--- config.mk ---
export PLATFORM = sky130hd
export DESIGN_NAME = comb_bist_ctrl
export DESIGN_NICKNAME = d
export VERILOG_FILES = /design/src/rtl/comb_bist_pkg.sv /design/src/rtl/comb_bist_ctrl.sv
export SDC_FILE = /design/constraint.sdc
export NUM_CORES = 1
export LEC_CHECK = 0
export CORE_UTILIZATION = 52
export DETAILED_ROUTE_END_ITERATION = 8
export PLACE_DENSITY = 0.78
export SKIP_CTS_REPAIR_TIMING = 1
export SYNTH_ARGS = -nofsm -noshare
export SYNTH_HDL_FRONTEND = slang
export SYNTH_SLANG_ARGS = --single-unit
--- constraint.sdc ---
create_clock -name clk -period 2.5 [get_ports clk]
set_input_delay 0.5 -clock clk [delete_from_list [all_inputs] [get_ports clk]]
set_output_delay 0.5 -clock clk [all_outputs]
set_load 0.1 [all_outputs]
--- src/rtl/comb_bist_pkg.sv ---
// Shared types and default truth tables for the comb block self-test controller.
package comb_bist_pkg;

  localparam int unsigned CNT_W = 4;
  localparam int unsigned ERR_W = 4;
  localparam int unsigned VEC_W = 3;

  // Controller phases: waiting, holding a vector, sampling it, reporting
  typedef enum logic [1:0] {
    ST_IDLE   = 2'd0,
    ST_SETTLE = 2'd1,
    ST_CHECK  = 2'd2,
    ST_DONE   = 2'd3
  } state_e;

  // Bit k holds the expected output for {a,b,c} == k
  localparam logic [7:0] G_EXP_DEF = 8'b0110_1001;
  localparam logic [7:0] H_EXP_DEF = 8'b1011_1010;
  localparam logic [7:0] I_EXP_DEF = 8'b1110_1011;

endpackage

--- src/rtl/comb_bist_ctrl.sv ---
// Exhaustive self-test sequencer for the 3-input combinational comb block.
module comb_bist_ctrl
  import comb_bist_pkg::*;
#(
  parameter int unsigned SETTLE = 2,
  parameter logic [7:0]  G_EXP  = G_EXP_DEF,
  parameter logic [7:0]  H_EXP  = H_EXP_DEF,
  parameter logic [7:0]  I_EXP  = I_EXP_DEF
) (
  input  logic             clk,
  input  logic             reset,
  input  logic             start,
  output logic [2:0]       abc,
  input  logic [2:0]       ghi,
  output logic             busy,
  output logic             done,
  output logic             pass,
  output logic [ERR_W-1:0] err_count,
  output logic [2:0]       first_fail,
  output logic [2:0]       fail_mask
);

  state_e             state_q, state_d;
  logic [VEC_W-1:0]   vec_q, vec_d;
  logic [CNT_W-1:0]   cnt_q, cnt_d;
  logic [2:0]         abc_q, abc_d;
  logic               busy_q, busy_d;
  logic               done_q, done_d;
  logic               pass_q, pass_d;
  logic [ERR_W-1:0]   err_q, err_d;
  logic [2:0]         ff_q, ff_d;
  logic [2:0]         fm_q, fm_d;
  logic [2:0]         exp_ghi;
  logic [2:0]         mism;

  // State and result registers with synchronous reset
  always_ff @(posedge clk) begin
    if (reset) begin
      state_q <= ST_IDLE;
      vec_q   <= '0;
      cnt_q   <= '0;
      abc_q   <= '0;
      busy_q  <= 1'b0;
      done_q  <= 1'b0;
      pass_q  <= 1'b0;
      err_q   <= '0;
      ff_q    <= '0;
      fm_q    <= '0;
    end else begin
      state_q <= state_d;
      vec_q   <= vec_d;
      cnt_q   <= cnt_d;
      abc_q   <= abc_d;
      busy_q  <= busy_d;
      done_q  <= done_d;
      pass_q  <= pass_d;
      err_q   <= err_d;
      ff_q    <= ff_d;
      fm_q    <= fm_d;
    end
  end

  // Next-state, result update and registered-output decode
  always_comb begin
    state_d = state_q;
    vec_d   = vec_q;
    cnt_d   = cnt_q;
    pass_d  = pass_q;
    err_d   = err_q;
    ff_d    = ff_q;
    fm_d    = fm_q;
    exp_ghi = {G_EXP[vec_q], H_EXP[vec_q], I_EXP[vec_q]};
    mism    = ghi ^ exp_ghi;

    case (state_q)
      ST_IDLE: begin
        if (start) begin
          err_d   = '0;
          ff_d    = '0;
          fm_d    = '0;
          pass_d  = 1'b0;
          vec_d   = '0;
          cnt_d   = '0;
          state_d = ST_SETTLE;
        end
      end
      ST_SETTLE: begin
        cnt_d = cnt_q + CNT_W'(1);
        if (cnt_q == CNT_W'(SETTLE - 1)) begin
          state_d = ST_CHECK;
        end
      end
      ST_CHECK: begin
        if (mism != 3'b000) begin
          err_d = err_q + ERR_W'(1);
          if (err_q == '0) begin
            ff_d = vec_q;
            fm_d = mism;
          end
        end
        if (vec_q == VEC_W'(7)) begin
          state_d = ST_DONE;
        end else begin
          vec_d   = vec_q + VEC_W'(1);
          cnt_d   = '0;
          state_d = ST_SETTLE;
        end
      end
      ST_DONE: begin
        pass_d  = (err_q == '0);
        state_d = ST_IDLE;
      end
      default: state_d = ST_IDLE;
    endcase

    busy_d = (state_d == ST_SETTLE) || (state_d == ST_CHECK);
    done_d = (state_d == ST_DONE);
    abc_d  = busy_d ? vec_d : 3'b000;
  end

  assign abc        = abc_q;
  assign busy       = busy_q;
  assign done       = done_q;
  assign pass       = pass_q;
  assign err_count  = err_q;
  assign first_fail = ff_q;
  assign fail_mask  = fm_q;

endmodule

[Word-level counts from Yosys, hierarchy flattened]
Memory sizes are Yosys's and may differ from the RTL's. A register that Yosys moved wholly into a read port is not among the register bits.
Index checks and enable logic that the tools add are counted.
Storage, ports and cells
  register bits after elaboration: 25
  bits in read-only memories: 24
  memories: 3
Memory list
  (name not given): depth 8, width 1, rd ports 1, clocked after memory_dff 1, wr ports 0, line comb_bist_ctrl.sv:72  | exp_ghi = {G_EXP[vec_q], H_EXP[vec_q], I_EXP[vec_q]};
  (name not given): depth 8, width 1, rd ports 1, clocked after memory_dff 1, wr ports 0, line comb_bist_ctrl.sv:72
  (name not given): depth 8, width 1, rd ports 1, clocked after memory_dff 1, wr ports 0, line comb_bist_ctrl.sv:72
Cells by class
  $add $sub $neg: 3
  magnitude comparators: 1
  eq/ne operators: 12
  muxes and demuxes: 27
  bitwise gates (word level): 2
  reductions and logical operators: 12
Operators by type and width (count)
  two-way mux 3 bit: 10
  case mux 3 bit (2 select lines): 3
  two-way mux 4 bit: 3
  case mux 4 bit (3 select lines): 1
  adder 4 x 1 -> 4 bit, second input constant: 2
  == test 2 bit, second input constant: 4
  != test 2 bit, second input constant: 4
  case mux 2 bit (4 select lines): 1
  case mux 4 bit (2 select lines): 1
  two-way mux 2 bit: 3
  AND reduction 3 bit: 2
  nonzero test 3 bit: 2
  == test 2 x 1 -> 1 bit, second input constant: 2
  == test 4 x 1 -> 1 bit, second input constant: 1
  zero test 4 bit: 1
  less-than comparator 3 x 4 -> 1 bit, second input constant: 1
  two-way mux 1 bit: 4
  AND reduction 4 bit: 1
  nonzero test 2 bit: 2
  adder 3 x 1 -> 3 bit, second input constant: 1
  == test 3 bit, second input constant: 1
  XOR 3 bit: 1
  zero test 2 bit: 1
  case mux 1 bit (2 select lines): 1
  4 further kinds: 4

[Depth between registers and ports, before layout]
Gate-level depths: netlist of the first run.
  depth after elaboration: 7
  mapped depth: 8

[Worst setup path before layout of the first run]
Ideal clock, no wire load.
  path kind: register to register
  start point: register err_q[0] (netlist: err_count[0])
  end point: register ff_q[0] (netlist: first_fail[0])
  arrival time: 1.960 ns
  path slack: 0.411 ns
  cell stages (with the launch flop): 8
  clock period less this slack: 2.089 ns
  cells stage by stage: dfxtp_1 inv_1 ha_1 nor3b_1 and3_1 buf_1 nand3_1 o21ai_0
Between the ends
  cells in the longest elaborated chain, start to end: 3
RTL lines
  start: declaration: line comb_bist_ctrl.sv:30  | logic [ERR_W-1:0] err_q, err_d;
  start signal: assignment: line comb_bist_ctrl.sv:57  | err_q <= err_d;
  zero test 4 bit: line comb_bist_ctrl.sv:96  | if (err_q == '0) begin
  != test 2 bit (no line)
  AND reduction 4 bit (no line)
  end signal: assignment: line comb_bist_ctrl.sv:47  | ff_q <= '0;
  end signal: assignment: line comb_bist_ctrl.sv:58  | ff_q <= ff_d;
  end: declaration: line comb_bist_ctrl.sv:31  | logic [2:0] ff_q, ff_d;
Every way passes these cells.
A chain may end at the register's enable or synchronous reset.

==> results of run 1 <==
through the flow:
stage	hold slack [ps]	area, um^2	utilization
after floorplan	458	1330	-
after global placement	458	1540	0.665
after detailed placement	460	1540	0.665
after CTS	491	1580	0.681
after global routing	514	1580	0.681
final	486	1580	0.681
registers in the layout, indices dropped and copies added (netlist names):
name        flops
busy            1
exp_ghi         3
state_q         2
vec_q           3
done            1
cnt_q           4
fail_mask       3
err_count       4
pass            1
abc             3
first_fail      3
cell usage after synthesis (all sizes together), types with 2 or more instances:
cell / instances / share of area
a21oi: 11 / 0.044
a31oi: 2 / 0.0094
and2: 6 / 0.028
and3: 2 / 0.0094
buf: 3 / 0.014
clkbuf: 2 / 0.0066
dfxtp: 28 / 0.42
ha: 8 / 0.075
inv: 14 / 0.039
nand2: 9 / 0.025
nand2b: 2 / 0.011
nand3: 10 / 0.038
nor2: 9 / 0.025
nor2b: 4 / 0.021
nor3b: 2 / 0.011
o211ai: 3 / 0.021
o21ai: 12 / 0.048
or3: 3 / 0.014
xnor2: 4 / 0.026
xor2: 3 / 0.020
cells by family after synthesis:
logic type,after synthesis,share of synthesized area
adder cells (fa/ha/maj),8,0.0750
XOR/XNOR,7,0.0460
AND/OR/NAND/NOR,51,0.205
AO/OA/AOI/OAI,37,0.177
multiplexers,2,0.0159
buffers and inverters,19,0.0600
flip-flops,28,0.420
path summary, 6_finish.rpt:
path                                     to  slack, ps  depth (start not counted)
setup / recovery         exp_ghi[1]$_DFF_P_        460                          8
hold / removal    fail_mask[2]$_SDFFE_PP0P_        490                          2
setup reg to reg         exp_ghi[1]$_DFF_P_        460                          8
hold reg to reg   fail_mask[2]$_SDFFE_PP0P_        490                          2
layout make-up:
cell class | instances | area, um^2 | share of cell area
multi-input cells | 105 | 693 | 0.439
clock buffers | 4 | 36.3 | 0.0230
well taps | 28 | 35.0 | 0.0222
repair buffers | 25 | 200 | 0.127
inverters | 14 | 52.6 | 0.0333
flip-flops and latches | 28 | 561 | 0.355
layout by cell type (no fill, tap or decap), drive strengths merged:
cell,instances
a211oi,1
a21o,1
a21oi,11
a22oi,1
a2bb2oi,1
a31o,1
a31oi,2
a32o,1
and2,6
and2b,1
and3,2
buf,20
clkbuf,4
clkdlybuf4s50,5
dfxtp,28
ha,8
inv,14
mux2,1
mux2i,1
nand2,9
nand2b,2
nand3,10
nand3b,1
nor2,9
nor2b,4
nor3b,2
nor4,1
o211ai,3
o21a,1
o21ai,12
o21bai,1
o311ai,1
or3,3
or3b,1
xnor2,4
xor2,3
worst register-to-register path: cells and delay by family, from the launching register on:
kind,cells,cell delay (ps)
and+or+nand+nor,2,550
adders and majority gates,2,440
DFF,1,370
AOI/OAI and AO/OA,3,560
buffers and inverters,1,90
metal layers:
layer | vias up | share of wire | GRT usage
met5 | - | 0 | 0
met4 | 0 | 0.019 | 0.114
met3 | 7 | 0.037 | 0.0261
met2 | 24 | 0.48 | 0.371
met1 | 517 | 0.46 | 0.252
li1 | 569 | - | -
power by group through the flow:
| stage | registers (mW) | clock network (mW) | logic, mW |
|---|---|---|---|
| after global routing | 0.460 | 0.243 | 0.109 |
| after CTS | 0.459 | 0.229 | 0.100 |
| after global placement | 0.468 | 0 | 0.0972 |
| after floorplan | 0.488 | 0 | 0.0481 |
| final | 0.459 | 0.222 | 0.101 |
| after detailed placement | 0.469 | 0 | 0.0999 |
==> summary.md, run 1 <==
| Metric | Value |
|---|---|
| Core ar. | `2320 um^2` |
| Initial core utilization | `0.575` |
| Ys async rst share | `0` |
| Dpl ws | `182 ps` |
| Min-delay src | `fail_mask[2]$_SDFFE_PP0P_` |
| Drt pass-1 iters | `4` |
| Sequential fraction of the synthesis area | `0.420` |
| First-pass GRT wire length | `4280 um` |
| Ys flop type | `dfxtp_1` |
| Row count | `17` |
| Max IR drop VDD | `460 uV` |
| Worst setup SP type | `flop` |
| Post-DP HPWL | `2030 um` |
| CTS tree | `built` |
| Minimum clock period | `2040 ps` |
| Cell total after placement | `200` |
| Netlist Area Pre-Place | `1330 um^2` |
| Final Skew | `5.56 ps` |
| Run status | `complete, no violations` |
| Reg power frac | `0.587` |
| Clock share of power | `0.284` |
| Synthesized netlist cell count | `152` |
| Pwr/cell area | `495 nW/um^2` |
| CP max FO | `4` |
| Critical Path RT | `2780 ps` |
| Final Cycle Share | `0.816` |
| Number of diodes | `0` |
| Final setup vio count | `0` |
| Post-route insts no fill | `204` |
| Die Area | `2770 um^2` |
| I/O pins | `22` |
| Cts bufs inserted | `3` |
| Die H | `52.6 um` |
| Top delay family on crit path | `compound AO/OA/AOI/OAI gates` |
| Syn avg cell area | `8.77 um^2` |
| Layout Nets | `191` |
| Switching share of power | `0.259` |
| Die W | `52.6 um` |
| Final worst-path setup slack | `461 ps` |
| Clock Latency Late Sink | `330 ps` |
| Vias in the first global route | `995` |
| CTS clk-pin slew, worst paths | `150 ps` |
| Critical path endpoint category | `flop` |
| Setup TNS | `0 ps` |
| Worst hold path type | `reg2reg` |
| Worst-path cell chain | `ha_1, and2_1, or3_1, a21oi_2, inv_1, ha_1, a211oi_1, a31o_1` |
| Filler instances | `195` |
| Area Overhead vs Synth | `18.3%` |
| Routed wire length | `2670 um` |
| Fmax | `490 MHz` |
| DR WL/cell | `13.1 um` |
| Worst R2R Start | `vec_q[0]$_SDFF_PP0_` |
| Yosys cell types | `42` |
| Fin. Hold Viols | `0` |
| Syn Nets | `166` |
| Clock tree sinks | `28` |
| Number of port buffers | `21` |
| H-tree levels | `1` |
| GRT overflow | `0` |
| Max-cap viol count | `0` |
| CP max-delay cell | `dfxtp_1` |
| Comb power frac | `0.129` |
| Residual DRC count | `0` |
| WP buf/inv | `1` |
| Sw Pwr | `0.202 mW` |
| DR vias | `1117` |
| Critical path class | `reg2reg` |
| Crit-path most repeated cell | `ha_1` |
| Overall Power | `0.781 mW` |
| CTS Buffer Depth | `2` |
| Synth Register Bits | `28` |
| Root buf cell | `clkbuf_4` |
| Worst path max stage delay | `370 ps` |
| Worst setup startpoint | `vec_q[0]$_SDFF_PP0_` |
| Final ANT Viol Nets | `0` |
| Initial antenna violation count | `0` |
| Final Slew Violations | `0` |
| Pint | `0.579 mW` |
| Fraction of layout cells with a size suffix above 1 | `0.170` |
| Total GRT Usage | `0.214` |
| Vias per cell | `5.48` |
| Worst-Margin Slew | `425 ps` |
| Crit path DAT | `2320 ps` |
| Number of synthesized flops with an enable pin | `0` |
| Largest net degree at the start of global routing | `16` |
| First-iteration detailed-routing DRC count | `21` |
| RePlAce Congestion | `0.780` |
| RSZ-0062 raised after global routing | `no` |
| Synthesis Warnings | `0` |
| Worst relative slew slack | `0.717` |
| P_leak | `0.619 nW` |
Power figures use the tool's default switching activity.
==> inputs of run 2 (changes only) <==
==> constraint.sdc (replaced) <==
create_clock -name clk -period 1.98 [get_ports clk]
set_input_delay 0.396 -clock clk [delete_from_list [all_inputs] [get_ports clk]]
set_output_delay 0.396 -clock clk [all_outputs]
set_load 0.1 [all_outputs]
==> summary.md, run 2 (synthesis gave the netlist of run 1 again) <==
| Metric | Value |
|---|---|
| CTS Buffer Depth | `2` |
| Final Skew | `2.48 ps` |
| I/O pins | `22` |
| Die Area | `2770 um^2` |
| Worst relative slew slack | `0.703` |
| Die H | `52.6 um` |
| Max-cap viol count | `0` |
| Run status | `complete, no violations` |
| Placed Area | `1600 um^2` |
| Critical path endpoint category | `flop` |
| Number of port buffers | `21` |
| Critical path class | `reg2reg` |
| Residual DRC count | `0` |
| Worst setup startpoint | `vec_q[0]$_SDFF_PP0_` |
| CTS tree | `built` |
| Most frequent cells in the layout | `buf_4 (26), dfxtp_1 (25), inv_1 (14)` |
| GRT overflow | `0` |
| Final ANT Viol Nets | `0` |
| Most common cell after layout, fill and taps aside | `buf_4` |
| First-pass GRT wire length | `4550 um` |
| Minimum clock period | `1930 ps` |
| Pwr/cell area | `654 nW/um^2` |
| First-iteration detailed-routing DRC count | `37` |
| DR WL/cell | `13.6 um` |
| Max IR drop VDD | `632 uV` |
| Total GRT Usage | `0.230` |
| P_leak | `0.668 nW` |
| Final Slew Violations | `0` |
| DR vias | `1148` |
| Vias in the first global route | `1071` |
| Area Overhead vs Synth | `25.4%` |
| Post-DP HPWL | `2160 um` |
| Setup TNS | `0 ps` |
| Cts bufs inserted | `3` |
| Row count | `17` |
| Post-route core utilization | `0.722` |
| Drt pass-1 iters | `4` |
| Vias per cell | `5.44` |
| Min-delay src | `pass$_SDFFE_PP0P_` |
| Worst R2R Start | `vec_q[0]$_SDFF_PP0_` |
| Worst-Margin Slew | `444 ps` |
| Crit path DAT | `2230 ps` |
| Final setup vio count | `0` |
| Critical Path RT | `2280 ps` |
| Clock tree sinks | `28` |
| Worst setup SP type | `flop` |
| Fmax | `518 MHz` |
| CTS clk-pin slew, worst paths | `150 ps` |
| Die W | `52.6 um` |
| Routed wire length | `2860 um` |
| Worst hold path type | `reg2reg` |
| Largest net degree at the start of global routing | `17` |
| CP max FO | `4` |
| Number of diodes | `0` |
| H-tree levels | `1` |
| Initial antenna violation count | `0` |
| Final Cycle Share | `0.974` |
| Layout Nets | `198` |
| Initial core utilization | `0.575` |
| Core ar. | `2320 um^2` |
| Root buf cell | `clkbuf_4` |
| Fin. Hold Viols | `0` |
| Clock Latency Late Sink | `340 ps` |
| Final instance area | `1670 um^2` |
| Fraction of layout cells with a size suffix above 1 | `0.230` |
| RePlAce Congestion | `0.815` |
-- run 2: changes by cell type in the layout (fill, tap and decap cells not counted), sizes merged --
| cell | change |
|---|---|
| clkbuf | -1 |
| buf | +7 |
| bufinv | +1 |
-- run 2: path summary, 6_finish.rpt --
check | to | slack (ps) | cells after the start
hold reg to reg | pass$_SDFFE_PP0P_ | 480 | 2
setup / recovery | exp_ghi[1]$_DFF_P_ | 50 | 8
hold / removal | pass$_SDFFE_PP0P_ | 480 | 2
setup reg to reg | exp_ghi[1]$_DFF_P_ | 50 | 8
-- run 2: area by class of cell --
cell class | count | area (um^2)
clock buffers | 3 | 22.5
multi-input cells | 105 | 703
fillers | 187 | 646
inverters | 14 | 52.6
repair buffers | 32 | 265
flip-flops and latches | 28 | 564
clock inverters | 1 | 30.0
well taps | 28 | 35.0
-- run 2: report_power, final --
group / internal (mW) / switching, mW / leakage, nW / total (mW)
Clock: 0.205 / 0.175 / 0.0279 / 0.380
Sequential: 0.573 / 0.00806 / 0.228 / 0.581
Combinational: 0.0518 / 0.0813 / 0.412 / 0.133
Total: 0.830 / 0.264 / 0.668 / 1.09
-- run 2: per-stage QoR --
| step | cells | total power [mW] | worst slack (ps) | hold WS [ps] |
|---|---|---|---|---|
| floorplan | 152 | 0.677 | 149 | 458 |
| global placement | 206 | 0.720 | -123 | 459 |
| detailed placement | 206 | 0.723 | -176 | 461 |
| CTS | 210 | 1.10 | 6.74 | 486 |
| global route | 211 | 1.13 | -11.3 | 510 |
| finish | 211 | 1.09 | 50.5 | 483 |
-- run 2: metal layers --
layer,wire [um],GRT usage
met3,122,0.0261
met5,0,0
met2,1440,0.422
met1,1230,0.258
met4,63,0.114
-- run 2: worst max-delay path, stage by stage, from the launching register on --
cell,delay (ps)
dfxtp_2,370
ha_1,230
and2_1,180
or3_1,330
a21oi_2,160
inv_1,80
ha_1,230
a211oi_2,190
a31o_1,110
==> inputs of run 3 (changes only) <==
==> constraint.sdc (replaced) <==
create_clock -name clk -period 1.98 [get_ports clk]
set_input_delay 0.396 -clock clk [delete_from_list [all_inputs] [get_ports clk]]
set_output_delay 0.396 -clock clk [all_outputs]
set_load 0.05 [all_outputs]
==> summary.md, run 3 (synthesis gave the netlist of run 1 again) <==
| Metric | Value |
|---|---|
| Run status | `complete, no violations` |
| Critical path class | `reg2out` |
| Switching share of power | `0.233` |
| CP max-delay cell | `clkdlybuf4s50_1` |
| CTS Buffer Depth | `2` |
| Top delay family on crit path | `buffers and inverters` |
| Number of port buffers | `21` |
| Number of diodes | `0` |
| FF+latch area | `563 um^2` |
| Most common cell after layout, fill and taps aside | `dfxtp_1` |
| Layout Nets | `199` |
| First-iteration detailed-routing DRC count | `24` |
| Pwr/cell area | `630 nW/um^2` |
| Die Area | `2770 um^2` |
| Worst-Margin Slew | `502 ps` |
| Largest net degree at the start of global routing | `17` |
| Minimum clock period | `1910 ps` |
| Post-route insts no fill | `212` |
| RePlAce Congestion | `0.850` |
| Fmax | `524 MHz` |
| Worst-path cell chain | `clkdlybuf4s50_1` |
| Final ANT Viol Nets | `0` |
| Final Slew Violations | `0` |
| Worst setup SP type | `flop` |
| Cts bufs inserted | `3` |
| Vias in the first global route | `1081` |
| Final Cycle Share | `0.963` |
| Drt pass-1 iters | `4` |
| Pint | `0.831 mW` |
| Root buf cell | `clkbuf_4` |
| CTS clk-pin slew, worst paths | `150 ps` |
| Initial antenna violation count | `0` |
| Fin Hold WS | `483 ps` |
| Core ar. | `2320 um^2` |
| CP max FO | `2` |
| Comb power frac | `0.112` |
| Die H | `52.6 um` |
| Critical Path RT | `1580 ps` |
| Area Overhead vs Synth | `28.7%` |
| Max IR drop VDD | `561 uV` |
| Fraction of layout cells with a size suffix above 1 | `0.158` |
| Sw Pwr | `0.252 mW` |
| GRT overflow | `0` |
| Routed wire length | `2770 um` |
| Clock Latency Late Sink | `330 ps` |
| DR vias | `1138` |
| Worst path max stage delay | `810 ps` |
| Clock share of power | `0.352` |
| First-pass GRT wire length | `4620 um` |
| Worst hold path type | `reg2reg` |
| P_leak | `0.679 nW` |
| Max-cap viol count | `0` |
| Row count | `17` |
| Clock tree sinks | `28` |
| Fin. Hold Viols | `0` |
| Multi-input gate area | `713 um^2` |
| Reg power frac | `0.536` |
| Post-DP HPWL | `2050 um` |
| H-tree levels | `1` |
| Initial core utilization | `0.575` |
| Critical path endpoint category | `output port` |
| Filler instances | `175` |
| Final Skew | `2.86 ps` |
| Cell total after placement | `207` |
| CTS tree | `built` |
| I/O pins | `22` |
| Worst relative slew slack | `0.665` |
| Vias per cell | `5.37` |
| Crit path DAT | `1510 ps` |
| Final setup vio count | `0` |
| WP buf/inv | `1` |
| DR WL/cell | `13.1 um` |
| Overall Power | `1.08 mW` |
| Die W | `52.6 um` |
| Total GRT Usage | `0.228` |
| Setup TNS | `0 ps` |
| Most frequent cells in the layout | `dfxtp_1 (26), clkdlybuf4s50_1 (17), inv_1 (14), buf_4 (14), o21ai_0 (11)` |
| Residual DRC count | `0` |
-- run 3: power groups by stage --
stage / combinational (mW) / clock (mW) / sequential [mW]
final: 0.121 / 0.381 / 0.580
after global routing: 0.131 / 0.408 / 0.583
after CTS: 0.119 / 0.385 / 0.581
after detailed placement: 0.118 / 0 / 0.593
after global placement: 0.116 / 0 / 0.593
after floorplan: 0.0608 / 0 / 0.603
-- run 3: metal layers --
layer,GRT usage,wire [um]
met5,0,0
met4,0.0789,27
met3,0.0348,121
met2,0.376,1300
met1,0.299,1320
-- run 3: final timing paths --
check / start / to / slack [ps] / cells after the start
setup / recovery: first_fail[2]$_SDFFE_PP0P_ / first_fail[2] / 70 / 1
hold / removal: fail_mask[1]$_SDFFE_PP0P_ / fail_mask[1]$_SDFFE_PP0P_ / 480 / 2
setup reg to reg: vec_q[1]$_SDFF_PP0_ / exp_ghi[1]$_DFF_P_ / 110 / 9
hold reg to reg: fail_mask[1]$_SDFFE_PP0P_ / fail_mask[1]$_SDFFE_PP0P_ / 480 / 2
-- run 3: area by class of cell --
class / instances / share of cell area
Multi-Input combinational cell: 105 / 0.415
Sequential cell: 28 / 0.328
Timing Repair Buffer: 33 / 0.175
Inverter: 14 / 0.0306
Tap cell: 28 / 0.0204
Clock inverter: 1 / 0.0175
Clock buffer: 3 / 0.0131
-- run 3: stage by stage --
stage / area [um^2] / worst slack [ps] / util
after floorplan: 1330 / 149 / -
after CTS: 1680 / -8.82 / 0.725
after global placement: 1630 / -121 / 0.703
final: 1720 / 73.1 / 0.740
after detailed placement: 1630 / -171 / 0.703
after global routing: 1720 / -2.53 / 0.740
